**src/rtl/fifo_read_ctrl_pkg.sv**
```systemverilog
// Shared definitions for the async FIFO read side.
//   FIFO_WIDTH / FIFO_ADDR_WIDTH / FIFO_DEPTH : default geometry of the FIFO memory
//   buf_op_e  : what the output buffer does in a cycle (capture and/or pop)
//   bin2gray  : binary-to-Gray conversion shared by both pointer blocks
package fifo_read_ctrl_pkg;

    localparam int FIFO_WIDTH      = 8;
    localparam int FIFO_ADDR_WIDTH = 4;
    localparam int FIFO_DEPTH      = 2 ** FIFO_ADDR_WIDTH;

    // Encoded as {capture, pop} so it can be built directly from the two strobes.
    typedef enum logic [1:0] {
        BUF_IDLE = 2'b00,
        BUF_POP  = 2'b01,
        BUF_PUSH = 2'b10,
        BUF_BOTH = 2'b11
    } buf_op_e;

    // Works at any pointer width up to 32 bits; callers slice the result.
    function automatic logic [31:0] bin2gray(input logic [31:0] b);
        return (b >> 1) ^ b;
    endfunction

endpackage

```
**src/rtl/fifo_read_ctrl_if.sv**
```systemverilog
// Valid/ready stream carrying words out of the FIFO read side.
//   dout       : stream data (head of the output buffer)
//   dout_valid : stream valid
//   dout_ready : consumer ready; a word moves when dout_valid & dout_ready
// master = producer (the FIFO), slave = consumer.
interface fifo_read_ctrl_if #(
    parameter int DATA_W = 8
);
    logic [DATA_W-1:0] dout;
    logic              dout_valid;
    logic              dout_ready;

    modport master (
        output dout,
        output dout_valid,
        input  dout_ready
    );

    modport slave (
        input  dout,
        input  dout_valid,
        output dout_ready
    );
endinterface

```
**src/rtl/fifo_skid_buf.sv**
```systemverilog
// Two-entry in-order valid/ready buffer with an external capture strobe.
//   clk, rst   : clock and synchronous active-high reset
//   capture    : load cap_data this cycle (caller guarantees the buffer is not full
//                once any same-cycle pop is accounted for)
//   cap_data   : word to load
//   out_ready  : downstream ready
//   out_data   : head entry (always slot 0)
//   out_valid  : buffer holds at least one word
//   count      : number of buffered words (0..2)
module fifo_skid_buf
    import fifo_read_ctrl_pkg::*;
#(
    parameter int DATA_W = FIFO_WIDTH
) (
    input  logic              clk,
    input  logic              rst,
    input  logic              capture,
    input  logic [DATA_W-1:0] cap_data,
    input  logic              out_ready,
    output logic [DATA_W-1:0] out_data,
    output logic              out_valid,
    output logic [1:0]        count
);

    logic [1:0][DATA_W-1:0] slot_reg;
    logic [1:0][DATA_W-1:0] slot_next;
    logic [1:0]             count_reg;
    logic [1:0]             count_next;
    logic                   pop;
    logic                   wr_pos;
    buf_op_e                op;

    assign out_valid = (count_reg != 2'd0);
    assign out_data  = slot_reg[0];
    assign count     = count_reg;
    assign pop       = out_valid & out_ready;
    assign op        = buf_op_e'({capture, pop});

    // A captured word lands in the first slot that is free after this cycle's pop:
    // slot 1 when one word stays behind, otherwise slot 0.
    assign wr_pos = (count_reg == 2'd2) | ((count_reg == 2'd1) & ~pop);

    // Slot 0 takes the capture or shifts up from slot 1 on a pop; slot 1 only
    // changes on a capture (its stale value is harmless once it is not counted).
    generate
        for (genvar gi = 0; gi < 2; gi++) begin : g_slot
            assign slot_next[gi] = (capture && (wr_pos == 1'(gi))) ? cap_data :
                                   (pop && (gi == 0))              ? slot_reg[1] :
                                                                     slot_reg[gi];
        end
    endgenerate

    always_comb begin
        count_next = count_reg;
        case (op)
            BUF_POP:  count_next = count_reg - 2'd1;
            BUF_PUSH: count_next = count_reg + 2'd1;
            default:  count_next = count_reg;
        endcase
    end

    always_ff @(posedge clk) begin
        if (rst) begin
            slot_reg  <= '0;
            count_reg <= 2'd0;
        end else begin
            slot_reg  <= slot_next;
            count_reg <= count_next;
        end
    end

endmodule

```
**src/rtl/fifo_read_ctrl.sv**
```systemverilog
// Read-side controller of the async FIFO. Owns the read pointer, the empty flag
// and the memory read port, and turns the one-cycle-latency RAM read into a
// valid/ready stream. Single clock domain (r_clk); rq2_wptr arrives already
// synchronised.
//   r_clk, r_rst : read clock, synchronous active-high reset
//   rq2_wptr     : Gray write pointer synchronised into r_clk
//   r_ptr        : registered Gray read pointer, to the write-side synchroniser
//   r_empty      : registered, no unfetched entries in memory
//   r_en, r_addr : memory read port (data returns on r_data_mem one cycle later)
//   r_data_mem   : memory read data
//   strm         : output stream (dout / dout_valid / dout_ready)
module fifo_read_ctrl
    import fifo_read_ctrl_pkg::*;
#(
    parameter int ADDR_W = FIFO_ADDR_WIDTH,
    parameter int DATA_W = FIFO_WIDTH
) (
    input  logic              r_clk,
    input  logic              r_rst,
    input  logic [ADDR_W:0]   rq2_wptr,
    output logic [ADDR_W:0]   r_ptr,
    output logic              r_empty,
    output logic              r_en,
    output logic [ADDR_W-1:0] r_addr,
    input  logic [DATA_W-1:0] r_data_mem,
    fifo_read_ctrl_if.master  strm
);

    logic [ADDR_W:0] rbin_reg;
    logic [ADDR_W:0] rbin_next;
    logic [ADDR_W:0] r_ptr_reg;
    logic [ADDR_W:0] r_ptr_next;
    logic [31:0]     gray_full;
    logic            r_empty_reg;
    logic            inflight_reg;
    logic [1:0]      buf_count;
    logic [1:0]      occ;
    logic            pop;
    logic            fetch;

    // Words committed to the stream but not yet handed over: buffered plus the
    // read currently in flight. Fetching only while occ < 2 (or while a pop
    // frees a place) keeps the buffer from ever overflowing.
    assign occ   = buf_count + {1'b0, inflight_reg};
    assign pop   = strm.dout_valid & strm.dout_ready;
    assign fetch = ~r_rst & ~r_empty_reg & ((occ < 2'd2) | pop);

    assign r_en      = fetch;
    assign r_addr    = rbin_reg[ADDR_W-1:0];
    assign rbin_next = rbin_reg + {{ADDR_W{1'b0}}, fetch};
    assign gray_full = bin2gray(32'(rbin_next));
    assign r_ptr_next = gray_full[ADDR_W:0];

    assign r_ptr   = r_ptr_reg;
    assign r_empty = r_empty_reg;

    always_ff @(posedge r_clk) begin
        if (r_rst) begin
            rbin_reg     <= '0;
            r_ptr_reg    <= '0;
            r_empty_reg  <= 1'b1;
            inflight_reg <= 1'b0;
        end else begin
            rbin_reg     <= rbin_next;
            r_ptr_reg    <= r_ptr_next;
            // Compared against the look-ahead pointer so the last fetch raises
            // empty on the very next cycle.
            r_empty_reg  <= (r_ptr_next == rq2_wptr);
            inflight_reg <= fetch;
        end
    end

    // The in-flight flag doubles as the capture strobe: RAM data is valid
    // exactly one cycle after the fetch. Reset clears it, so a read that was
    // in flight across reset is never captured.
    fifo_skid_buf #(
        .DATA_W (DATA_W)
    ) u_skid_buf (
        .clk       (r_clk),
        .rst       (r_rst),
        .capture   (inflight_reg),
        .cap_data  (r_data_mem),
        .out_ready (strm.dout_ready),
        .out_data  (strm.dout),
        .out_valid (strm.dout_valid),
        .count     (buf_count)
    );

endmodule

```
**src/flat_wrapper.sv**
```systemverilog
// flat-port wrapper written by rule: the top's interface ports become plain ports
module fifo_read_ctrl_flat import fifo_read_ctrl_pkg::*;
#(
    parameter int ADDR_W = FIFO_ADDR_WIDTH,
    parameter int DATA_W = FIFO_WIDTH
)
  (r_clk, r_rst, rq2_wptr, r_ptr, r_empty, r_en, r_addr, r_data_mem, strm_dout, strm_dout_valid, strm_dout_ready);
  fifo_read_ctrl_if #(.DATA_W(DATA_W)) strm_i ();
  input  logic r_clk;
  input  logic r_rst;
  input  logic [ADDR_W:0] rq2_wptr;
  output logic [ADDR_W:0] r_ptr;
  output logic r_empty;
  output logic r_en;
  output logic [ADDR_W-1:0] r_addr;
  input  logic [DATA_W-1:0] r_data_mem;
  output wire logic [$bits(strm_i.dout)-1:0] strm_dout;
  output wire logic [$bits(strm_i.dout_valid)-1:0] strm_dout_valid;
  input wire logic [$bits(strm_i.dout_ready)-1:0] strm_dout_ready;
  assign strm_dout = strm_i.dout;
  assign strm_dout_valid = strm_i.dout_valid;
  assign strm_i.dout_ready = strm_dout_ready;
  fifo_read_ctrl #(.ADDR_W(ADDR_W), .DATA_W(DATA_W)) u_core (.r_clk(r_clk), .r_rst(r_rst), .rq2_wptr(rq2_wptr), .r_ptr(r_ptr), .r_empty(r_empty), .r_en(r_en), .r_addr(r_addr), .r_data_mem(r_data_mem), .strm(strm_i));
endmodule
```
**config.mk**
```make
export PLATFORM = sky130hd
export DESIGN_NAME = fifo_read_ctrl_flat
export DESIGN_NICKNAME = d
export VERILOG_FILES = /design/src/rtl/fifo_read_ctrl_pkg.sv /design/src/rtl/fifo_read_ctrl_if.sv /design/src/rtl/fifo_skid_buf.sv /design/src/rtl/fifo_read_ctrl.sv /design/src/flat_wrapper.sv
export SDC_FILE = /design/constraint.sdc
export NUM_CORES = 1
export LEC_CHECK = 0
export ABC_CLOCK_PERIOD_IN_PS = 3000
export CAP_MARGIN = 20
export CORE_MARGIN = 2
export CORE_UTILIZATION = 30
export CTS_BUF_LIST = sky130_fd_sc_hd__clkbuf_4 sky130_fd_sc_hd__clkbuf_8 sky130_fd_sc_hd__clkbuf_16
export DETAILED_ROUTE_END_ITERATION = 6
export DONT_BUFFER_PORTS = 1
export MAX_ROUTING_LAYER = met4
export PLACE_DENSITY = 0.46
export SYNTH_ARGS = -nofsm -noshare
export SYNTH_HDL_FRONTEND = slang
export SYNTH_SLANG_ARGS = --single-unit
```
**constraint.sdc**
```tcl
create_clock -name r_clk -period 3 [get_ports r_clk]
set_clock_uncertainty 0.1 [all_clocks]
set_input_delay 0.75 -clock r_clk [delete_from_list [all_inputs] [get_ports r_clk]]
set_output_delay 0.75 -clock r_clk [all_outputs]
set_load 0.02 [all_outputs]
```
==> results of run 1 <==
-- layer usage --
| metal | track usage, % | vias to the layer above | part of all wire (%) |
|---|---|---|---|
| met5 | - | - | 0 |
| met4 | 5.03 | 0 | 1.9 |
| met3 | 5.97 | 7 | 9.3 |
| met2 | 16.6 | 29 | 45 |
| met1 | 12.5 | 420 | 44 |
| li1 | - | 464 | - |
-- kinds of logic (layout without fill, tap and decap cells) --
| family | Yosys count | after routing | share of synthesized area [%] |
|---|---|---|---|
| muxes | 18 | 18 | 13.0 |
| AOI/OAI and AO/OA | 17 | 17 | 8.57 |
| adders and majority gates | 6 | 6 | 5.41 |
| and+or+nand+nor | 40 | 40 | 13.1 |
| DFF | 29 | 29 | 41.8 |
| buffers and inverters | 20 | 15 | 8.11 |
| xor gates and xnor gates | 15 | 15 | 10.0 |
-- synthesized netlist by cell type (all sizes together) --
| cell | instances | area (µm²) |
|---|---|---|
| inv | 4 | 15.0 |
| nor3 | 1 | 5.00 |
| ha | 6 | 75.1 |
| a21oi | 5 | 25.0 |
| a21bo | 1 | 10.0 |
| nand3 | 2 | 15.0 |
| mux2i | 18 | 180 |
| a211oi | 10 | 75.1 |
| a31o | 1 | 8.76 |
| and3 | 1 | 6.26 |
| clkbuf | 4 | 15.0 |
| nand2b | 4 | 25.0 |
| xor2 | 9 | 86.3 |
| buf | 12 | 82.6 |
| nor2 | 24 | 90.1 |
| nor2b | 4 | 25.0 |
| dfxtp | 29 | 581 |
| xnor2 | 6 | 52.6 |
| nand2 | 4 | 15.0 |
-- stage by stage --
stage	utilization [%]	cells	power (mW)	area [µm²]	hold WS [ps]
2_1_floorplan	-	145	0.810	1390	360
3_3_place_gp	31.3	184	0.807	1380	373
3_5_place_dp	31.3	184	0.818	1380	380
4_1_cts	34.0	192	1.25	1500	398
5_1_grt	34.0	192	1.30	1500	418
6_report	34.0	192	1.22	1500	391
-- worst min-delay path, stage by stage, from the launching register on --
cell     delay, ps
dfxtp_1        320
mux2i_1         60
nor2_1          70
-- layout make-up --
| cell class | instances | area, µm² |
|---|---|---|
| Tap cell | 52 | 65.1 |
| Multi-Input combinational cell | 96 | 699 |
| Sequential cell | 29 | 581 |
| Fill cell | 465 | 2910 |
| Clock buffer | 7 | 90.1 |
| Clock inverter | 1 | 30.0 |
| Timing Repair Buffer | 3 | 22.5 |
| Inverter | 4 | 15.0 |
-- final timing paths --
path	endpoint	start	cells after the start	slack, ps
min reg2reg	u_core.u_skid_buf.slot_reg[12]$_SDFFE_PP0P_	u_core.u_skid_buf.slot_reg[12]$_SDFFE_PP0P_	2	390
max reg2reg	u_core.r_empty$_SDFF_PP1_	u_core.u_skid_buf.count[0]$_SDFFE_PP0P_	11	430
max	u_core.r_empty$_SDFF_PP1_	u_core.u_skid_buf.count[0]$_SDFFE_PP0P_	11	430
min	u_core.u_skid_buf.slot_reg[12]$_SDFFE_PP0P_	u_core.u_skid_buf.slot_reg[12]$_SDFFE_PP0P_	2	390
-- power breakdown --
part,leakage [nW],switching (mW),internal (mW)
Sequential,0.236,0.0960,0.451
Clock,0.0619,0.143,0.279
Combinational,0.330,0.137,0.119
Total,0.628,0.376,0.849
==> results.cfg, run 1 <==
[status]
outcome = finished, final reports clean

[die]
placementRows = 24
placeableCoreArea_um2 = 4410
chipHeight_um = 72.0
design.die.area_um2 = 5190
start_util_pct = 31.4
io_pins = 36
fp.dieW_um = 72.0

[clock_tree]
number_of_hold_buffers_added_after_cts = 0
post_cts.resized_instances = 0
clock_tree.htree_level_count = 2
cts_setup_buffers = 0
clkSinkCount = 29
cts-root-buf = clkbuf_8
tritoncts_clock_tree = yes
cts_made_buffers = 5
clk_transition_reported_paths_ps = 60
max-clock-path-buffers = 2
clock_latency_on_the_worst_skew_pair_ps = 280

[grt]
global_route.usage.total_pct = 11.2
grt_antenna_before_repair = 0
grt_max_degree = 31
global_route.overflow_total = 0
via_count_of_the_first_global_routing_pass = 909
grt_pass1_wl_um = 4220

[sta]
setup-tns-final_ps = 0
fmaxAchievable_mhz = 390
setup_repair_after_global_routing_missed_its_margin = no
setup-violations-final = 0
timing.final.hold_violations = 0
final.period_utilization_pct = 85.5
report.final.slew_viol_count = 0
timing.final.crit_period_ps = 2570
transition_time_at_the_pin_with_the_least_slew_margin_ps = 528
setup_slack_ps = 435
slew_limit_headroom_pct = 64.7

[logic_synthesis]
syn-num-nets = 167
ys_seq_elements = 29
synthesis.area_um2 = 1390
synthCells = 145
synth-warning-count = 0
post_synth_num_cell_types = 22
synth.avg_cell_area_um2 = 9.57
synth.yosys.seq_area_share_pct = 41.8

[layout]
synthToLayoutAreaGrowth_pct = 8.30
final_layout_size_suffix_gt1_share_pct = 10.7
antenna_cells = 0
layout.nets = 161
final_common_cell = dfxtp_1
most-common-layout-cells = dfxtp_1, nor2_1, mux2i_1

[place]
hpwlAfterDp_um = 1840
port_buffers = 0
routabilityCongestion = 0.678
dpl_worst_slack_ps = 445

[worst_setup_path]
chain_of_cells_forming_the_critical_path = inv_1, ha_1, nand2b_1, a211oi_2, ha_1, ha_1, nand3_1, xor2_1, nand2b_1, mux2i_1, a31o_1
cell_type_group_with_the_largest_total_delay_on_the_critical_path = adder cells
critical-path-top-cell-by-count = ha_1
critical_path.endpoint_type = register
arrival_ps = 2630
path_buf_inv = 1
worst_ep_required_time_ps = 3070
worstSetupStartpointType = register
path_class = register to register
critical_path_peak_fanout = 5
cp_slowest_stage_delay_ps = 390
critical_path.slowest_cell = dfxtp_1

[pwr]
power.density_nw_per_um2 = 815
p_leak_nw = 0.628
worst_ir_drop_vdd_mv = 0.254

[detailed_routing]
post-route-drc-count = 0
finalWirelength_um = 2530
detailroute.via_count = 920
dr_pass1_iterations = 4
detail_route.iter0.violations = 36
vias_per_cell = 4.79
wl_per_cell_um = 13.2
drt.antenna.violating_nets = 0

[flow_run]
drv_cap = 0

[min_path]
worstHoldPathType = register to register
Note: power is estimated with default switching activity, not from simulation.
==> run 2: changes to the inputs <==
- CORE_MARGIN: 2 -> 8
- CORE_UTILIZATION: 30 -> 50
- MAX_ROUTING_LAYER: met4 -> default
- PLACE_DENSITY: 0.46 -> 0.67
==> run 2 against run 1 <==
  * Count of clock-buffer cells in the layout unchanged
  * Via count down 2.9%
  * Utilization up 19 points
  * Largest cell class unchanged
  * Largest power group unchanged
==> results.cfg, run 2 (synthesized netlist as in run 1, its figures left out) <==
[grt]
global_route.usage.total_pct = 12.8
via_count_of_the_first_global_routing_pass = 962
grt_pass1_wl_um = 4360
grt_antenna_before_repair = 0
grt_max_degree = 31
global_route.overflow_total = 0

[detailed_routing]
vias_per_cell = 5.25
wl_per_cell_um = 15.3
detailroute.via_count = 893
drt.antenna.violating_nets = 0
dr_pass1_iterations = 4
post-route-drc-count = 0
detail_route.iter0.violations = 27
finalWirelength_um = 2590

[die]
placementRows = 19
placeableCoreArea_um2 = 2690
fp.dieW_um = 68.7
start_util_pct = 51.7
io_pins = 36
chipHeight_um = 68.7
design.die.area_um2 = 4720

[worst_setup_path]
cell_type_group_with_the_largest_total_delay_on_the_critical_path = adder cells
critical_path.slowest_cell = dfxtp_1
worstSetupStartpointType = register
r2r_cells = 11
cp_slowest_stage_delay_ps = 400
critical_path.reg2reg.startpoint = u_core.u_skid_buf.count[0]$_SDFFE_PP0P_
r2r-end = u_core.r_empty$_SDFF_PP1_
critical_path_peak_fanout = 5
worst_ep_required_time_ps = 3120
ff2ff_setup_slack_ps = 410
path_class = register to register
critical_path.endpoint_type = register
arrival_ps = 2710
critical-path-top-cell-by-count = ha_1
chain_of_cells_forming_the_critical_path = inv_1, ha_1, nand2b_1, a211oi_2, ha_1, ha_1, nand3_1, xor2_1, nand2b_1, mux2i_1, a31o_1
path_buf_inv = 1

[flow_run]
drv_cap = 0

[status]
outcome = finished, final reports clean

[clock_tree]
cts_setup_buffers = 0
max-clock-path-buffers = 2
clock_latency_on_the_worst_skew_pair_ps = 320
post_cts.resized_instances = 0
cts_made_buffers = 5
tritoncts_clock_tree = yes
cts-root-buf = clkbuf_4
clock_tree.htree_level_count = 2
clkSinkCount = 29
clk_transition_reported_paths_ps = 80
number_of_hold_buffers_added_after_cts = 0

[place]
hpwlAfterDp_um = 1940
port_buffers = 0
dpl_worst_slack_ps = 431
placement.cell_area_um2 = 1360
routabilityCongestion = 0.742

[min_path]
holdPathStages = 1
worstHoldEndpoint = u_core.u_skid_buf.out_data[7]$_SDFFE_PP0P_
min-delay-start = r_rst
worstHoldPathType = input port to register

[layout]
synthToLayoutAreaGrowth_pct = 1.98
final-seq-area_um2 = 581
most-common-layout-cells = dfxtp_1, nor2_1, mux2i_1
antenna_cells = 0
final_common_cell = dfxtp_1
final_layout_size_suffix_gt1_share_pct = 10.1
multiInputGateArea_um2 = 699
layout.nets = 161
layout.cell_area.non_filler_um2 = 1420
num-fill-cells = 250

[pwr]
worst_ir_drop_vdd_mv = 0.495
p_leak_nw = 0.601
report.power.total_mw = 1.04
power.density_nw_per_um2 = 738

[sta]
setup-violations-final = 0
slew_limit_headroom_pct = 67.3
final.period_utilization_pct = 86.2
fmaxAchievable_mhz = 387
report.final.slew_viol_count = 0
setup_repair_after_global_routing_missed_its_margin = no
setup-tns-final_ps = 0
transition_time_at_the_pin_with_the_least_slew_margin_ps = 489
timing.final.crit_period_ps = 2590
setup_slack_ps = 413
timing.final.hold_violations = 0
## run 2: cell types whose count changed in the layout (fill, tap and decap cells not counted), sizes merged
cell and delta:
bufinv -1
## run 2: metrics by stage
stage	utilization (%)	hold WS, ps	instances
6_report	52.7	387	170
5_1_grt	52.7	360	170
4_1_cts	52.7	366	170
3_5_place_dp	50.5	386	163
3_3_place_gp	50.5	373	163
2_1_floorplan	-	360	145
## run 2: worst reg2reg max path: cells and delay by family, from the launching register on
kind / cells / cell delay [ps]
AND/OR/NAND/NOR: 3 / 440
XOR/XNOR: 1 / 240
buffers and inverters: 1 / 80
adder cells (fa/ha/maj): 3 / 760
flip-flops: 1 / 400
multiplexers: 1 / 70
AO/OA/AOI/OAI: 2 / 410
## run 2: routing by layer
metal / GRT usage (%) / vias up / routed length, µm
met4: 9.72 / 0 / 80
met1: 12.9 / 398 / 1040
met2: 19.6 / 27 / 1200
li1: - / 461 / -
met5: 0 / - / 0
met3: 6.79 / 7 / 278
## run 2: report_power, final
part / total, mW / switching, mW / leakage (nW) / internal, mW
logic: 0.256 / 0.137 / 0.330 / 0.119
registers: 0.547 / 0.0973 / 0.236 / 0.450
clock network: 0.241 / 0.121 / 0.0348 / 0.119
## run 2: worst max path at each step
stage                           endpoint  depth (start not counted)                                     from
4_1_cts        u_core.r_empty$_SDFF_PP1_                         11  u_core.u_skid_buf.count[0]$_SDFFE_PP0P_
5_1_grt        u_core.r_empty$_SDFF_PP1_                         11  u_core.u_skid_buf.count[0]$_SDFFE_PP0P_
3_5_place_dp   u_core.r_empty$_SDFF_PP1_                         11  u_core.u_skid_buf.count[0]$_SDFFE_PP0P_
6_report       u_core.r_empty$_SDFF_PP1_                         11  u_core.u_skid_buf.count[0]$_SDFFE_PP0P_
2_1_floorplan  u_core.r_empty$_SDFF_PP1_                         11                          strm_dout_ready
3_3_place_gp   u_core.r_empty$_SDFF_PP1_                          9                          strm_dout_ready
## run 2: area by class of cell
type / instances / area share, %
Multi-Input combinational cell: 96 / 49.4
Sequential cell: 29 / 41.0
Clock buffer: 7 / 4.16
Tap cell: 31 / 2.74
Timing Repair Buffer: 3 / 1.59
Inverter: 4 / 1.06
==> run 3: changes to the inputs <==
- CTS_CLUSTER_SIZE: default -> 20
==> results of run 3 <==
Same layout as run 2: the final DEF is identical, and so are final timing and power.
==> edit 1: new RTL, config.mk and constraints of run 2 <==
`FIFO_WIDTH`: 8 -> 6.
--- a/src/rtl/fifo_read_ctrl_pkg.sv
+++ b/src/rtl/fifo_read_ctrl_pkg.sv
@@ -4,7 +4,7 @@
 //   bin2gray  : binary-to-Gray conversion shared by both pointer blocks
 package fifo_read_ctrl_pkg;
 
-    localparam int FIFO_WIDTH      = 8;
+    localparam int FIFO_WIDTH      = 6;
     localparam int FIFO_ADDR_WIDTH = 4;
     localparam int FIFO_DEPTH      = 2 ** FIFO_ADDR_WIDTH;
 
Ports: changed (resized r_data_mem and strm_dout); port bits go from 36 to 32. The function was not compared with the original's and may differ.
==> edit 1 against run 2 <==
  * Count of clock-buffer cells in the layout down 3
  * Cell area down 11%
  * Die area down 8.6%
  * Wire length fell by 8.8%
  * Sequential cell count is 4 lower
  * Clock power down 37%
  * Synthesized area shrank 11%
  * Worst setup slack got worse by 0.029 ns
  * Maximum frequency decreased by 1.1%
  * Power down 16%
==> edit 1: results (changes against run 2) <==
The total clock buffers created by CTS is 3 (-2), and the final worst-path cycle share is 0.872 (+0.00974). The kind of cell adding the most delay to the critical path is adder cells. The number of cells on the worst reg-to-reg path works out to 10 (-1).

The cell leakage power came out at 0.504 nW (-16%). The tools report the worst-case clock buffer depth as 2 (unchanged). The peak supply drop is 0.438 mV (-12%), and the detailed-router iteration count before antenna repair is 3 (-1). By area the synthesized netlist is led by sky130_fd_sc_hd__dfxtp_1 (41%), sky130_fd_sc_hd__xnor2_1 (8.5%), sky130_fd_sc_hd__ha_1 (6.1%). The slowest stage of the critical path is the sky130_fd_sc_hd__dfxtp_1 cell.

The insertion delay of the later-clocked pin in the worst-skew pair is 0.30 ns (-0.02 ns). The flow ran to the end, and the final reports show no timing, DRC or antenna violations. The critical-path maximum fanout works out to 5 (unchanged). The number of nets in the synthesized netlist is 154 (-7.8%). The final RePlAce weighted congestion was 0.728 (-1.9%).

The iteration-0 DRC count of the detailed router is 22 (-19%), and the endpoint arrival time on the critical path is 2.73 ns (+0.02 ns). After synthesis, the most frequently instantiated cells are sky130_fd_sc_hd__dfxtp_1 (25), sky130_fd_sc_hd__nor2_1 (15), sky130_fd_sc_hd__xnor2_1 (12). Share of post-route cells with drive strength above 1: 0.0853 (-0.0154).

The slack of the worst reg-to-reg path is 0.38 ns (-0.03 ns), and the netlist area before placement is 1230 um^2 (-11%). The transition time at the pin with the least slew margin is 0.438 ns (-0.0509 ns). Pin count of the biggest net entering global routing: 27 (-13%). The number of instances resized during post-cts repair was 0 (unchanged); the total via count after detailed routing was 869 (-2.7%). The tools report the first-pass GRT wire length as 4.04 mm (-7.3%). Post-synthesis average cell area: 9.20 um^2 (-3.9%). Among all flip-flop cells after synthesis, the most frequent one is sky130_fd_sc_hd__dfxtp_1.

The routed length per placed instance came out at 14.9 um (-2.4%). For the final non-filler cell total, the log shows 159 (-6.5%). The global-route total usage across every layer is 0.115 (-0.0126), and the minimum setup slack after placement is 0.388 ns (-0.0429 ns). The critical path starts at u_core.u_skid_buf.count[1]$_SDFFE_PP0P_.

For the H-tree depth, the log shows 1 (-1). The post-detailed-placement half-perimeter wirelength was 1.80 mm (-7.1%). The distinct cell type count of the synthesized netlist is 28 (+27%), and the delay contributed by the slowest stage of the critical path is 0.42 ns (+0.02 ns).

Clock-pin slew reported for the worst setup and hold paths after clock tree synthesis: 0.13 ns (+0.05 ns). Via count of the first global-routing pass: 905 (-5.9%). The area added between synthesis and finish was 1.93% (about the same).

The run gives 4310 um^2 (-8.6%) as the die footprint. The sequential element share of the synthesized area came out at 0.406 (-0.0123). Class of the tightest hold or removal check: reg -> reg.
edit 1: cell count changes after synthesis, moves of 2 or more:
cell                       change
sky130_fd_sc_hd__nand3_1       +7
sky130_fd_sc_hd__mux2i_1      -12
sky130_fd_sc_hd__a21oi_1       +3
sky130_fd_sc_hd__o21ai_0       +6
sky130_fd_sc_hd__xnor2_1       +6
sky130_fd_sc_hd__nor2_1        -9
sky130_fd_sc_hd__nand2b_1      -3
sky130_fd_sc_hd__a211oi_1      -3
sky130_fd_sc_hd__dfxtp_1       -4
sky130_fd_sc_hd__xor2_1        -2
sky130_fd_sc_hd__buf_4         -3
edit 1: logic make-up after synthesis:
group	after synthesis	share of synthesized area
multiplexers	6	0.0487
XOR/XNOR	19	0.141
flip-flops	25	0.406
AND/OR/NAND/NOR	35	0.129
adder cells (fa/ha/maj)	6	0.0609
AO/OA/AOI/OAI	27	0.144
buffers and inverters	16	0.0700
edit 1: worst min-delay path by stage:
| stage | from | endpoint | slack, ns | cells past startpoint |
|---|---|---|---|---|
| finish | u_core.u_skid_buf.slot_reg[6]$_SDFFE_PP0P_ | u_core.u_skid_buf.slot_reg[6]$_SDFFE_PP0P_ | 0.38 | 2 |
| global route | r_rst | u_core.u_skid_buf.slot_reg[10]$_SDFFE_PP0P_ | 0.37 | 1 |
| CTS | u_core.u_skid_buf.slot_reg[6]$_SDFFE_PP0P_ | u_core.u_skid_buf.slot_reg[6]$_SDFFE_PP0P_ | 0.38 | 2 |
| detailed placement | u_core.u_skid_buf.slot_reg[6]$_SDFFE_PP0P_ | u_core.u_skid_buf.slot_reg[6]$_SDFFE_PP0P_ | 0.36 | 2 |
| global placement | u_core.u_skid_buf.slot_reg[11]$_SDFFE_PP0P_ | u_core.u_skid_buf.slot_reg[11]$_SDFFE_PP0P_ | 0.35 | 2 |
| floorplan | u_core.u_skid_buf.slot_reg[11]$_SDFFE_PP0P_ | u_core.u_skid_buf.slot_reg[11]$_SDFFE_PP0P_ | 0.35 | 2 |
edit 1: layout make-up:
type                       count  area, um^2
inverter                       4        15.0
tap                           30        37.5
sequential                    25         500
fill                         222        1150
timing repair buffer           3        22.5
multi-input combinational     93         651
clock buffer                   4        30.0
edit 1: power breakdown:
| part | total (mW) | internal (mW) | switching, mW |
|---|---|---|---|
| clock | 0.152 | 0.0608 | 0.0911 |
| sequential | 0.464 | 0.385 | 0.0783 |
| combinational | 0.259 | 0.109 | 0.150 |
| total | 0.875 | 0.555 | 0.320 |
edit 1: routing by layer:
layer | wire length (um) | share of wire | vias to the layer above | track usage
met1 | 959 | 0.41 | 406 | 0.118
li1 | - | - | 440 | -
met4 | 10 | 0.0042 | 0 | 0.0381
met2 | 1120 | 0.47 | 21 | 0.195
met3 | 277 | 0.12 | 2 | 0.0629
met5 | 0 | 0 | - | 0
==> edit 2: new RTL, flow settings as in run 2 <==
Made on the original files. Make the reset (`r_rst` and `rst`) asynchronous in 2 clocked blocks. Comments in the files are not updated.
--- a/src/rtl/fifo_skid_buf.sv
+++ b/src/rtl/fifo_skid_buf.sv
@@ -59,7 +59,7 @@
         endcase
     end
 
-    always_ff @(posedge clk) begin
+    always_ff @(posedge clk or posedge rst) begin
         if (rst) begin
             slot_reg  <= '0;
             count_reg <= 2'd0;
--- a/src/rtl/fifo_read_ctrl.sv
+++ b/src/rtl/fifo_read_ctrl.sv
@@ -54,7 +54,7 @@
     assign r_ptr   = r_ptr_reg;
     assign r_empty = r_empty_reg;
 
-    always_ff @(posedge r_clk) begin
+    always_ff @(posedge r_clk or posedge r_rst) begin
         if (r_rst) begin
             rbin_reg     <= '0;
             r_ptr_reg    <= '0;
Function: differs if r_rst is asserted again (counterexample within 4 cycles, from zero or initial values and one cycle with r_rst high); with r_rst held inactive, the same outputs for 10 cycles.
==> edit 2 against run 2 <==
  * Cell area grew 10%
  * Synthesized area grew 3.2%
  * Worst hold slack lost 0.11 ns
  * Wire length shrank 2.2%
  * Sequential cell count is the same
  * Worst setup slack lost 0.20 ns
  * Non-clock buffer count grew 5
  * Global-route usage shrank 1.6 points
  * Maximum frequency shrank 7.0%
  * Critical endpoint is now u_core.r_empty$_DFF_PP1_
Power is not compared: it rests on default switching activity, and its combinational part moved more than twofold at a synthesized area within 25%.
==> edit 2: results (changes against run 2) <==
The number of multi-input combinational cells in the layout is 71 (-26%). The number of nets in the synthesized netlist is 141 (-16%), and the sequential cell area is 727 um^2 (+25%). The flow ran to the end, and the final reports show no timing, DRC or antenna violations. The routed length per placed instance is 16.3 um (+6.5%). The tools report the sequential element share of the synthesized area as 0.507 (+0.0890).

Sorting the synthesized cells by area gives the leading types as sky130_fd_sc_hd__dfrtp_1 (49%), sky130_fd_sc_hd__mux2_2 (6.3%), sky130_fd_sc_hd__mux2i_1 (5.6%). The class of the tightest hold or removal check was in -> async. The tools report the final layout net count as 146 (-9.3%). The number of non-clock inverters works out to 9 (+5). The transition time at the pin with the least slew margin is 0.485 ns (-0.00379 ns), and the average via count per standard cell is 5.23 (-0.42%).

The clock-pin slew reported for the worst setup and hold paths after clock tree synthesis came out at 0.10 ns (+0.02 ns). The post-route cell area is 1560 um^2 (+10%). The iteration-0 DRC count of the detailed router is 33 (+22%), and the count of fill cells added during filler insertion is 241 (-3.6%). The multi-input combinational area share was 0.410 (-0.0846). The proportion of final cell area spent on non-clock buffers works out to 0.0386 (+0.0226). The fraction of the mapped netlist area in compound gates was 0.0594 (-0.0263). The async set-or-reset flop fraction in the synthesized netlist was 1.00 (+1.00). The multiplexer fraction of the synthesized cell area was 0.119 (-0.0111). The tools report the endpoint arrival time on the critical path as 2.93 ns (+0.22 ns).

The total wirelength of the detailed-routed design is 2.54 mm (-2.2%), and the fraction of the core area covered by cells at the end of the flow is 0.570 (+0.0430). The final-layout clock-cell area share works out to 0.0353 (-0.00621).
## edit 2: metal layers
layer | GRT usage | vias to the layer above | share of wire
met3 | 0.0744 | 5 | 0.12
met5 | 0 | - | 0
li1 | - | 394 | -
met4 | 0.0478 | 0 | 0.018
met2 | 0.171 | 25 | 0.49
met1 | 0.117 | 392 | 0.37
## edit 2: worst paths after layout
kind	slack (ns)	start	to
hold / removal	0.27	r_rst	u_core.u_skid_buf.count[1]$_DFFE_PP0P_
setup / recovery	0.22	u_core.u_skid_buf.count[1]$_DFFE_PP0P_	u_core.r_empty$_DFF_PP1_
min in group r_clk	0.42	u_core.u_skid_buf.slot_reg[15]$_DFFE_PP0P_	u_core.u_skid_buf.slot_reg[15]$_DFFE_PP0P_
max in group asynchronous	2.22	r_rst	u_core.r_empty$_DFF_PP1_
hold reg to reg	0.42	u_core.u_skid_buf.slot_reg[15]$_DFFE_PP0P_	u_core.u_skid_buf.slot_reg[15]$_DFFE_PP0P_
setup reg to reg	0.22	u_core.u_skid_buf.count[1]$_DFFE_PP0P_	u_core.r_empty$_DFF_PP1_
## edit 2: critical path, stage by stage, from the launching register on
cell and delay [ns]:
sky130_fd_sc_hd__dfrtp_1 0.41, sky130_fd_sc_hd__inv_1 0.08, sky130_fd_sc_hd__ha_1 0.20, sky130_fd_sc_hd__nor2b_1 0.11
sky130_fd_sc_hd__buf_4 0.14, sky130_fd_sc_hd__inv_6 0.05, sky130_fd_sc_hd__a211oi_4 0.24, sky130_fd_sc_hd__ha_2 0.25
sky130_fd_sc_hd__ha_4 0.18, sky130_fd_sc_hd__nand3_2 0.10, sky130_fd_sc_hd__xnor2_2 0.20, sky130_fd_sc_hd__or3b_1 0.38
sky130_fd_sc_hd__a221oi_2 0.25
